## src/rtl/sdram_arb_pkg.sv

```systemverilog
// Shared definitions for the two-channel cartridge memory port arbiter.
//   NUM_CH         : channel count (fixed at 2: ch0 = slot B, ch1 = slot A)
//   ADDR_W_DEFAULT : default request / memory address width
//   arb_state_t    : arbiter FSM state encoding
//   pick_grant     : round-robin choice between two pending channels
package sdram_arb_pkg;

    localparam int NUM_CH         = 2;
    localparam int ADDR_W_DEFAULT = 25;

    typedef enum logic {
        IDLE = 1'b0,
        BUSY = 1'b1
    } arb_state_t;

    // With both channels pending, the one that was not served last goes
    // first; otherwise whichever single channel is pending wins.
    function automatic logic pick_grant(input logic [1:0] pend, input logic last_grant);
        logic g;
        if (pend == 2'b11) begin
            g = ~last_grant;
        end else begin
            g = pend[1];
        end
        return g;
    endfunction

endpackage

```

## src/rtl/sdram_req_latch.sv

```systemverilog
// One channel's request front end.
// Detects 0->1 edges of (rd | we), captures the command, and holds the
// pending / ready / read-data / overrun state for that channel.
//   clk_i, rst_ni : clock, asynchronous active-low reset
//   rd_i, we_i    : request levels from the slot logic
//   addr_i, din_i : request address and write data
//   complete_i    : arbiter finished this channel's command this cycle
//   rdata_i       : read data from the memory controller (ack cycle)
//   pending_o     : captured command waiting for / in service
//   we_o, addr_o, din_o : captured command fields
//   ready_o, dout_o, overrun_o : channel status back to the slot logic
module sdram_req_latch
    import sdram_arb_pkg::*;
#(
    parameter int ADDR_W = ADDR_W_DEFAULT
) (
    input  logic              clk_i,
    input  logic              rst_ni,
    input  logic              rd_i,
    input  logic              we_i,
    input  logic [ADDR_W-1:0] addr_i,
    input  logic [7:0]        din_i,
    input  logic              complete_i,
    input  logic [7:0]        rdata_i,
    output logic              pending_o,
    output logic              we_o,
    output logic [ADDR_W-1:0] addr_o,
    output logic [7:0]        din_o,
    output logic              ready_o,
    output logic [7:0]        dout_o,
    output logic              overrun_o
);

    logic              req_q;
    logic              pending_q;
    logic              ready_q;
    logic              we_q;
    logic [ADDR_W-1:0] addr_q;
    logic [7:0]        din_q;
    logic [7:0]        dout_q;
    logic              overrun_q;

    logic req_d;
    logic req_edge;
    logic accept;
    logic drop;

    assign req_d    = rd_i | we_i;
    assign req_edge = req_d & ~req_q;
    // An edge landing in the completion cycle replaces the finished command.
    assign accept   = req_edge & (~pending_q | complete_i);
    assign drop     = req_edge & pending_q & ~complete_i;

    always_ff @(posedge clk_i or negedge rst_ni) begin
        if (!rst_ni) begin
            req_q     <= 1'b0;
            pending_q <= 1'b0;
            ready_q   <= 1'b1;
            we_q      <= 1'b0;
            addr_q    <= '0;
            din_q     <= 8'h00;
            dout_q    <= 8'hFF;
            overrun_q <= 1'b0;
        end else begin
            req_q <= req_d;

            // we_q still describes the command being completed here.
            if (complete_i && !we_q) begin
                dout_q <= rdata_i;
            end

            if (accept) begin
                addr_q    <= addr_i;
                din_q     <= din_i;
                we_q      <= we_i;
                pending_q <= 1'b1;
                ready_q   <= 1'b0;
            end else if (complete_i) begin
                pending_q <= 1'b0;
                ready_q   <= 1'b1;
            end

            if (drop) begin
                overrun_q <= 1'b1;
            end
        end
    end

    assign pending_o = pending_q;
    assign we_o      = we_q;
    assign addr_o    = addr_q;
    assign din_o     = din_q;
    assign ready_o   = ready_q;
    assign dout_o    = dout_q;
    assign overrun_o = overrun_q;

endmodule

```

## src/rtl/sdram_port_arbiter.sv

```systemverilog
// Responder end of the two-channel cartridge memory port.
// Serialises byte requests from ch0 (slot B) and ch1 (slot A) onto one
// memory-controller command port with round-robin arbitration.
//   clk, reset_n            : clock, asynchronous active-low reset
//   sdram_addr/din/rd/we    : per-channel request inputs
//   sdram_dout/ready/overrun: per-channel status outputs (registered)
//   mem_req/we/addr/wdata   : command to the controller, held until mem_ack
//   mem_ack, mem_rdata      : one-cycle completion pulse and read data
// Handshake: mem_req rises with a stable command and stays high with all
// mem_* fields unchanged until mem_ack is sampled high; mem_ack while no
// command is outstanding is ignored.
module sdram_port_arbiter #(
    parameter int ADDR_W = sdram_arb_pkg::ADDR_W_DEFAULT,
    parameter int NUM_CH = 2
) (
    input  logic              clk,
    input  logic              reset_n,
    input  logic [ADDR_W-1:0] sdram_addr [NUM_CH],
    input  logic [7:0]        sdram_din  [NUM_CH],
    input  logic [NUM_CH-1:0] sdram_rd,
    input  logic [NUM_CH-1:0] sdram_we,
    output logic [7:0]        sdram_dout [NUM_CH],
    output logic [NUM_CH-1:0] sdram_ready,
    output logic [NUM_CH-1:0] overrun,
    output logic              mem_req,
    output logic              mem_we,
    output logic [ADDR_W-1:0] mem_addr,
    output logic [7:0]        mem_wdata,
    input  logic              mem_ack,
    input  logic [7:0]        mem_rdata
);
    import sdram_arb_pkg::*;

    arb_state_t        state_q;
    logic              grant_q;
    logic              last_grant_q;
    logic              mem_req_q;
    logic              mem_we_q;
    logic [ADDR_W-1:0] mem_addr_q;
    logic [7:0]        mem_wdata_q;

    logic [NUM_CH-1:0] ch_pending;
    logic [NUM_CH-1:0] ch_we;
    logic [NUM_CH-1:0] ch_complete;
    logic [ADDR_W-1:0] ch_addr [NUM_CH];
    logic [7:0]        ch_din  [NUM_CH];
    logic              grant_d;

    for (genvar c = 0; c < NUM_CH; c++) begin : g_ch
        assign ch_complete[c] = (state_q == BUSY) && mem_ack && (grant_q == 1'(c));

        sdram_req_latch #(
            .ADDR_W(ADDR_W)
        ) u_latch (
            .clk_i      (clk),
            .rst_ni     (reset_n),
            .rd_i       (sdram_rd[c]),
            .we_i       (sdram_we[c]),
            .addr_i     (sdram_addr[c]),
            .din_i      (sdram_din[c]),
            .complete_i (ch_complete[c]),
            .rdata_i    (mem_rdata),
            .pending_o  (ch_pending[c]),
            .we_o       (ch_we[c]),
            .addr_o     (ch_addr[c]),
            .din_o      (ch_din[c]),
            .ready_o    (sdram_ready[c]),
            .dout_o     (sdram_dout[c]),
            .overrun_o  (overrun[c])
        );
    end

    assign grant_d = pick_grant(ch_pending, last_grant_q);

    always_ff @(posedge clk or negedge reset_n) begin
        if (!reset_n) begin
            state_q      <= IDLE;
            grant_q      <= 1'b0;
            last_grant_q <= 1'b1;
            mem_req_q    <= 1'b0;
            mem_we_q     <= 1'b0;
            mem_addr_q   <= '0;
            mem_wdata_q  <= 8'h00;
        end else begin
            case (state_q)
                IDLE: begin
                    if (|ch_pending) begin
                        grant_q     <= grant_d;
                        mem_req_q   <= 1'b1;
                        mem_we_q    <= ch_we[grant_d];
                        mem_addr_q  <= ch_addr[grant_d];
                        mem_wdata_q <= ch_din[grant_d];
                        state_q     <= BUSY;
                    end
                end
                BUSY: begin
                    if (mem_ack) begin
                        mem_req_q    <= 1'b0;
                        last_grant_q <= grant_q;
                        state_q      <= IDLE;
                    end
                end
                default: state_q <= IDLE;
            endcase
        end
    end

    assign mem_req   = mem_req_q;
    assign mem_we    = mem_we_q;
    assign mem_addr  = mem_addr_q;
    assign mem_wdata = mem_wdata_q;

endmodule

```

## config.mk

```make
export PLATFORM = sky130hd
export DESIGN_NAME = sdram_port_arbiter
export DESIGN_NICKNAME = d
export VERILOG_FILES = /design/src/rtl/sdram_arb_pkg.sv /design/src/rtl/sdram_req_latch.sv /design/src/rtl/sdram_port_arbiter.sv
export SDC_FILE = /design/constraint.sdc
export NUM_CORES = 1
export LEC_CHECK = 0
export CAP_MARGIN = 40
export CORE_ASPECT_RATIO = 0.6
export CORE_MARGIN = 2
export CORE_UTILIZATION = 53
export DETAILED_ROUTE_END_ITERATION = 8
export PLACE_DENSITY = 0.84
export SLEW_MARGIN = 25
export SYNTH_ARGS = -nofsm -noshare
export SYNTH_HDL_FRONTEND = slang
export SYNTH_SLANG_ARGS = --single-unit
```

## constraint.sdc

```tcl
create_clock -name clk -period 4.4 [get_ports clk]
set_clock_uncertainty 0.05 [all_clocks]
set_input_delay 0.88 -clock clk [delete_from_list [all_inputs] [get_ports clk]]
set_output_delay 0.88 -clock clk [all_outputs]
set_load 0.02 [all_outputs]
```

**Word-level counts from Yosys, hierarchy flattened**

Cells that the tools add are included.
W data, S select, Z words.

- $lt $le $gt $ge: 2
- Equal/unequal tests: 3
- Multiplexer cells: 23
- Bitwise logic cells: 22
- Reductions and logical operators: 13

Operators with widths:

| operator | number |
|---|---|
| $mux W25 | 3 |
| $mux W8 | 3 |
| $mux W1 | 15 |
| $not A1 Y1 | 9 |
| $and A1 B1 Y1 | 8 |
| $reduce_and A2 Y1 | 3 |
| $logic_and A1 B1 Y1 | 5 |
| $ne A2 B2 Y1 const B | 2 |
| $or A1 B1 Y1 | 4 |
| $pmux W1 S2 | 2 |
| $reduce_bool A2 Y1 | 2 |
| $eq A2 B2 Y1 const B | 1 |
| $ge A2 B2 Y1 const B | 1 |
| $logic_not A1 Y1 | 2 |
| $lt A1 B2 Y1 const B | 1 |
| $not A1 Y2 | 1 |
| $reduce_or A2 Y1 | 1 |

- Bits in registers: 130
- Input port bits: 81
- Output and inout bits: 55
- Word-level logic and storage cells: 86

**Logic depth before layout (Yosys ltp)**

- Depth in word-level cells: 6
- Gate-level depth with buffers: 5
- Depth with buffers taken out: 3

**Cells and area by module**

Synthesis repeated with hierarchy kept, for this count alone.

- Cells, all modules: 402
- Area, all modules: 5532.8 um^2

By module, submodules not included:

| module | times used | cells an instance | area each (um^2) | sequential area each (um^2) |
|---|---|---|---|---|
| sdram_req_latch | 2 | 101 | 1742.9 | 1162.4 |
| sdram_port_arbiter | 1 | 200 | 2047.0 | 952.2 |

**Least setup slack after synthesis**

OpenSTA, ideal clock, no wires.

- Kind: input to register
- From: in mem_ack
- To: reg g_ch[1].u_latch.addr_q[0]
- Setup time: 0.125 ns
- Arrival: 1.821 ns
- Data required time: 4.225 ns
- Setup slack: 2.404 ns
- Stages on the path: 4
- Buffers on the path: 1
- Cells stage by stage: nand3_2 -> a21oi_4 -> buf_12 -> mux2_4

- Cells in the longest elaborated chain, start to end: 4

Ends and longest elaborated chain:

| item | RTL line | source |
|---|---|---|
| start: declaration | sdram_port_arbiter.sv:29 | `input logic mem_ack,` |
| $logic_and A1 B1 Y1 (2 in a row) | sdram_port_arbiter.sv:50 | `assign ch_complete[c] = (state_q == BUSY) && mem_ack && (grant_q == 1'(c));` |
| $or A1 B1 Y1 | sdram_req_latch.sv:51 | `assign accept = req_edge & (~pending_q \| complete_i);` |
| $and A1 B1 Y1 | sdram_req_latch.sv:51 |  |
| end signal: assignment | sdram_req_latch.sv:73 | `addr_q <= addr_i;` |
| end: declaration | sdram_req_latch.sv:38 | `logic [ADDR_W-1:0] addr_q;` |

Every way passes these cells.
A chain may end at the register's enable or synchronous reset.

**Worst setup path after layout**

- From: in mem_ack
- To: reg g_ch[0].u_latch.addr_q[3]

- Cells in the longest elaborated chain, start to end: 4

Ends and longest elaborated chain:

| item | RTL line |
|---|---|
| $logic_and A1 B1 Y1 (2 in a row) | sdram_port_arbiter.sv:50 |
| $or A1 B1 Y1 | sdram_req_latch.sv:51 |
| $and A1 B1 Y1 | sdram_req_latch.sv:51 |
| end signal: assignment | sdram_req_latch.sv:73 |
| end: declaration | sdram_req_latch.sv:38 |

Every way passes these cells.

==> flow_summary.yaml <==
outcome:
  outcome: "finished, final reports clean"
timing:
  worst_slew_pin_slew_ps: 730.7
  period_share_pct: 60.40
  maxSlewHeadroom_pct: 51.29
  period_needed_ps: 2658
  hold_viol: 0
  fin_setup_tns_ps: 0
  fmax_mhz: 376.3
  rsz0062_at_grt: "false"
  hold_slack_ps: 425.7
  finalSetupViolCount: 0
  drv_slew: 0
cts:
  clk_path_buf_depth: 2
  htreeDepth: 4
  path_clk_slew_ps: 60
  clk_latency_ps: 410
  cts_root_buf: "clkbuf_16"
  post-cts-setup-buffers: 0
  cts_resized: 0
  cts_num_sinks: 130
  cts_buffers: 17
  cts_tree: "done"
  cts_hold_buf: 0
floorplan:
  placementRows: 28
  die-width_um: 133.9
  core-area_mm2: 0.009844
  ios: 136
  dieHeight_um: 81.95
  die-area_mm2: 0.01097
  start_util_pct: 54.51
route:
  drt_wl_total_um: 12230
  wire_per_inst_um: 18.66
  antenna_left: 0
  first_pass_iters: 4
  avgViaCountPerCell: 5.202
  drc_errors: 0
  vias: 3407
  drt_iter0_drc: 185
synth:
  synth.yosys.seq_area_share_pct: 61.06
  synth.area.top_cells: "dfrtp_1 52%, dfstp_2 9.3%, mux2_2 8.6%, mux2_4 8.1%, mux2i_1 6.3%"
  yosys.area.top_type: "dfrtp_1"
  synthMuxAreaShare_pct: 26.00
  synth-seq-cells: 130
  yosys.area_share.xor_xnor_pct: 0
  syn_nets: 449
  syn_area_mm2: 0.005366
  synth_compound_area_share_pct: 5.339
  synthAdderAreaFrac_pct: 0
  synth_top_area_share_pct: 51.76
  synthCells: 368
  synth_top_family_by_area: "multiplexers"
  ys_warn_count: 0
  synth_cell_type_count: 26
  synth-simple-area-share_pct: 3.800
  syn_area_per_cell_um2: 14.58
final_layout:
  diodes: 0
  num-nets-final: 588
  drive_gt1_share_pct: 26.54
  final_cell_count_no_fill: 655
  syn2layout_area_growth_pct: 37.56
setup_path:
  r2r_slack_ps: 2220
  cp_max_fo: 22
  cp_data_arrival_time_ps: 2900
  slowest_stage: "clkdlybuf4s50_1"
  slowest_delay_ps: 530
  rr_worst_depth: 4
  crit_required_ps: 4640
  crit_type: "input pin to flop"
  reg2reg_from: "grant_q$_DFFE_PN0P_"
  startpoint_type: "input pin"
  path_cells: "clkdlybuf4s50_1 > nand3b_2 > a21oi_4 > buf_4 > mux2_2"
  reg2reg_to: "g_ch[0].u_latch.addr_o[3]$_DFFE_PN0P_"
  endpoint_kind: "flop"
placed_design:
  place_hpwl_um: 8338
  io_buffers: 135
  dp.cells: 623
  gp_congestion: 0.7892
flow_run:
  drv_cap: 0
global_routing:
  grt_usage_pct: 23.92
  grt_overflow_total: 0
  grt_pass1_wl_um: 19450
  antenna_found_initial: 1
  first_global_vias: 3636
  grt_max_degree: 47
power:
  ir_drop_uv: 384.1
  p_leak_nw: 3.199
  p_total_w: 0.005678
  p_per_area_mw_per_mm2: 769.1
worst_hold_path:
  hold_path_class: "input pin to asynchronous set/reset pin"
==> logic make-up after synthesis <==
| group | count (synthesis) |
|---|---|
| AO/OA/AOI/OAI | 47 |
| buffers and inverters | 25 |
| flip-flops | 130 |
| multiplexers | 118 |
| AND/OR/NAND/NOR | 48 |
==> worst max path at each step <==
| stage | slack, ps | from | to |
|---|---|---|---|
| finish | 1740 | mem_ack | g_ch[0].u_latch.addr_o[3]$_DFFE_PN0P_ |
| global route | 1610 | mem_ack | g_ch[0].u_latch.addr_o[0]$_DFFE_PN0P_ |
| CTS | 1710 | mem_ack | g_ch[0].u_latch.addr_o[3]$_DFFE_PN0P_ |
| detailed placement | 1320 | mem_ack | g_ch[0].u_latch.addr_o[22]$_DFFE_PN0P_ |
| global placement | 1370 | mem_ack | g_ch[0].u_latch.we_o$_DFFE_PN0P_ |
| floorplan | 2400 | mem_ack | g_ch[1].u_latch.addr_o[0]$_DFFE_PN0P_ |
==> cell usage after synthesis <==
library cell  instances
dfstp_2              19
buf_4                 6
nand2_1              42
mux2_4               29
clkbuf_1              7
o21bai_1              4
nand3_2               1
buf_12                3
a21bo_2               1
o21bai_2              1
a21boi_0              1
nor2_2                1
mux2_1               14
mux2i_1              34
dfrtp_1             111
or2_2                 2
o21ai_0              35
inv_1                 3
mux2_2               41
buf_2                 1
o31a_2                1
buf_6                 5
or2_1                 1
a21oi_4               2
nand3b_2              1
a21oi_1               2
==> sequential cells by signal, indices dropped and copies added (netlist names) <==
name,cells
g_ch.u_latch.overrun_o,2
g_ch.u_latch.we_o,2
last_grant_q,1
g_ch.u_latch.addr_o,50
mem_addr,25
g_ch.u_latch.pending_o,2
grant_q,1
mem_we,1
g_ch.u_latch.ready_o,2
g_ch.u_latch.req_q,2
mem_wdata,8
mem_req,1
state_q,1
g_ch.u_latch.din_o,16
g_ch.u_latch.dout_o,16
==> critical path: cells and delay by family <==
family,cells,cell delay [ps]
compound gates,1,500
mux,1,390
simple gates,1,180
buf+inv,2,950
==> where the power goes <==
| part | leakage (nW) | switching, W | internal [W] |
|---|---|---|---|
| logic | 1.40 | 0.000939 | 0.00112 |
| clock network | 0.282 | 0.000514 | 0.000884 |
| registers | 1.52 | 0.000374 | 0.00184 |
==> per-layer routing <==
metal / track usage [%] / share of wire [%] / up-vias
met4: 6.277 / 0.82 / 0
met3: 7.284 / 7.1 / 9
met1: 32.98 / 46 / 1715
met5: 0 / 0 / -
li1: - / - / 1561
met2: 37.54 / 46 / 122
==> layout make-up <==
cell class	count	area [um^2]
clock inverters	15	166.4
clock buffers	17	425.4
well taps	135	168.9
fillers	591	2462
multi-input cells	213	1899
inverters	3	11.26
repair buffers	142	1434
flip-flops and latches	130	3277
==> metrics by stage <==
stage               utilization [%]  setup slack, ps  cell area (um^2)
detailed placement            68.98             1317              6790
finish                        74.99             1742              7382
floorplan                         -             2404              5366
global route                  74.99             1611              7382
CTS                           74.99             1711              7382
global placement              68.43             1370              6736
==> cell usage in the layout (no fill, tap or decap), drive strengths merged <==
cell	n
bufinv	3
nand2	42
o21ai	35
o21bai	5
nand3b	1
or2	3
dfstp	19
mux2	84
dfrtp	111
clkdlybuf4s50	134
nor2	1
nand3	1
a21bo	1
inv	4
o31a	1
clkinvlp	4
clkinv	7
a21oi	4
a21boi	1
clkbuf	17
buf	8
mux2i	34
No activity file was read; power rests on OpenSTA's default activity.
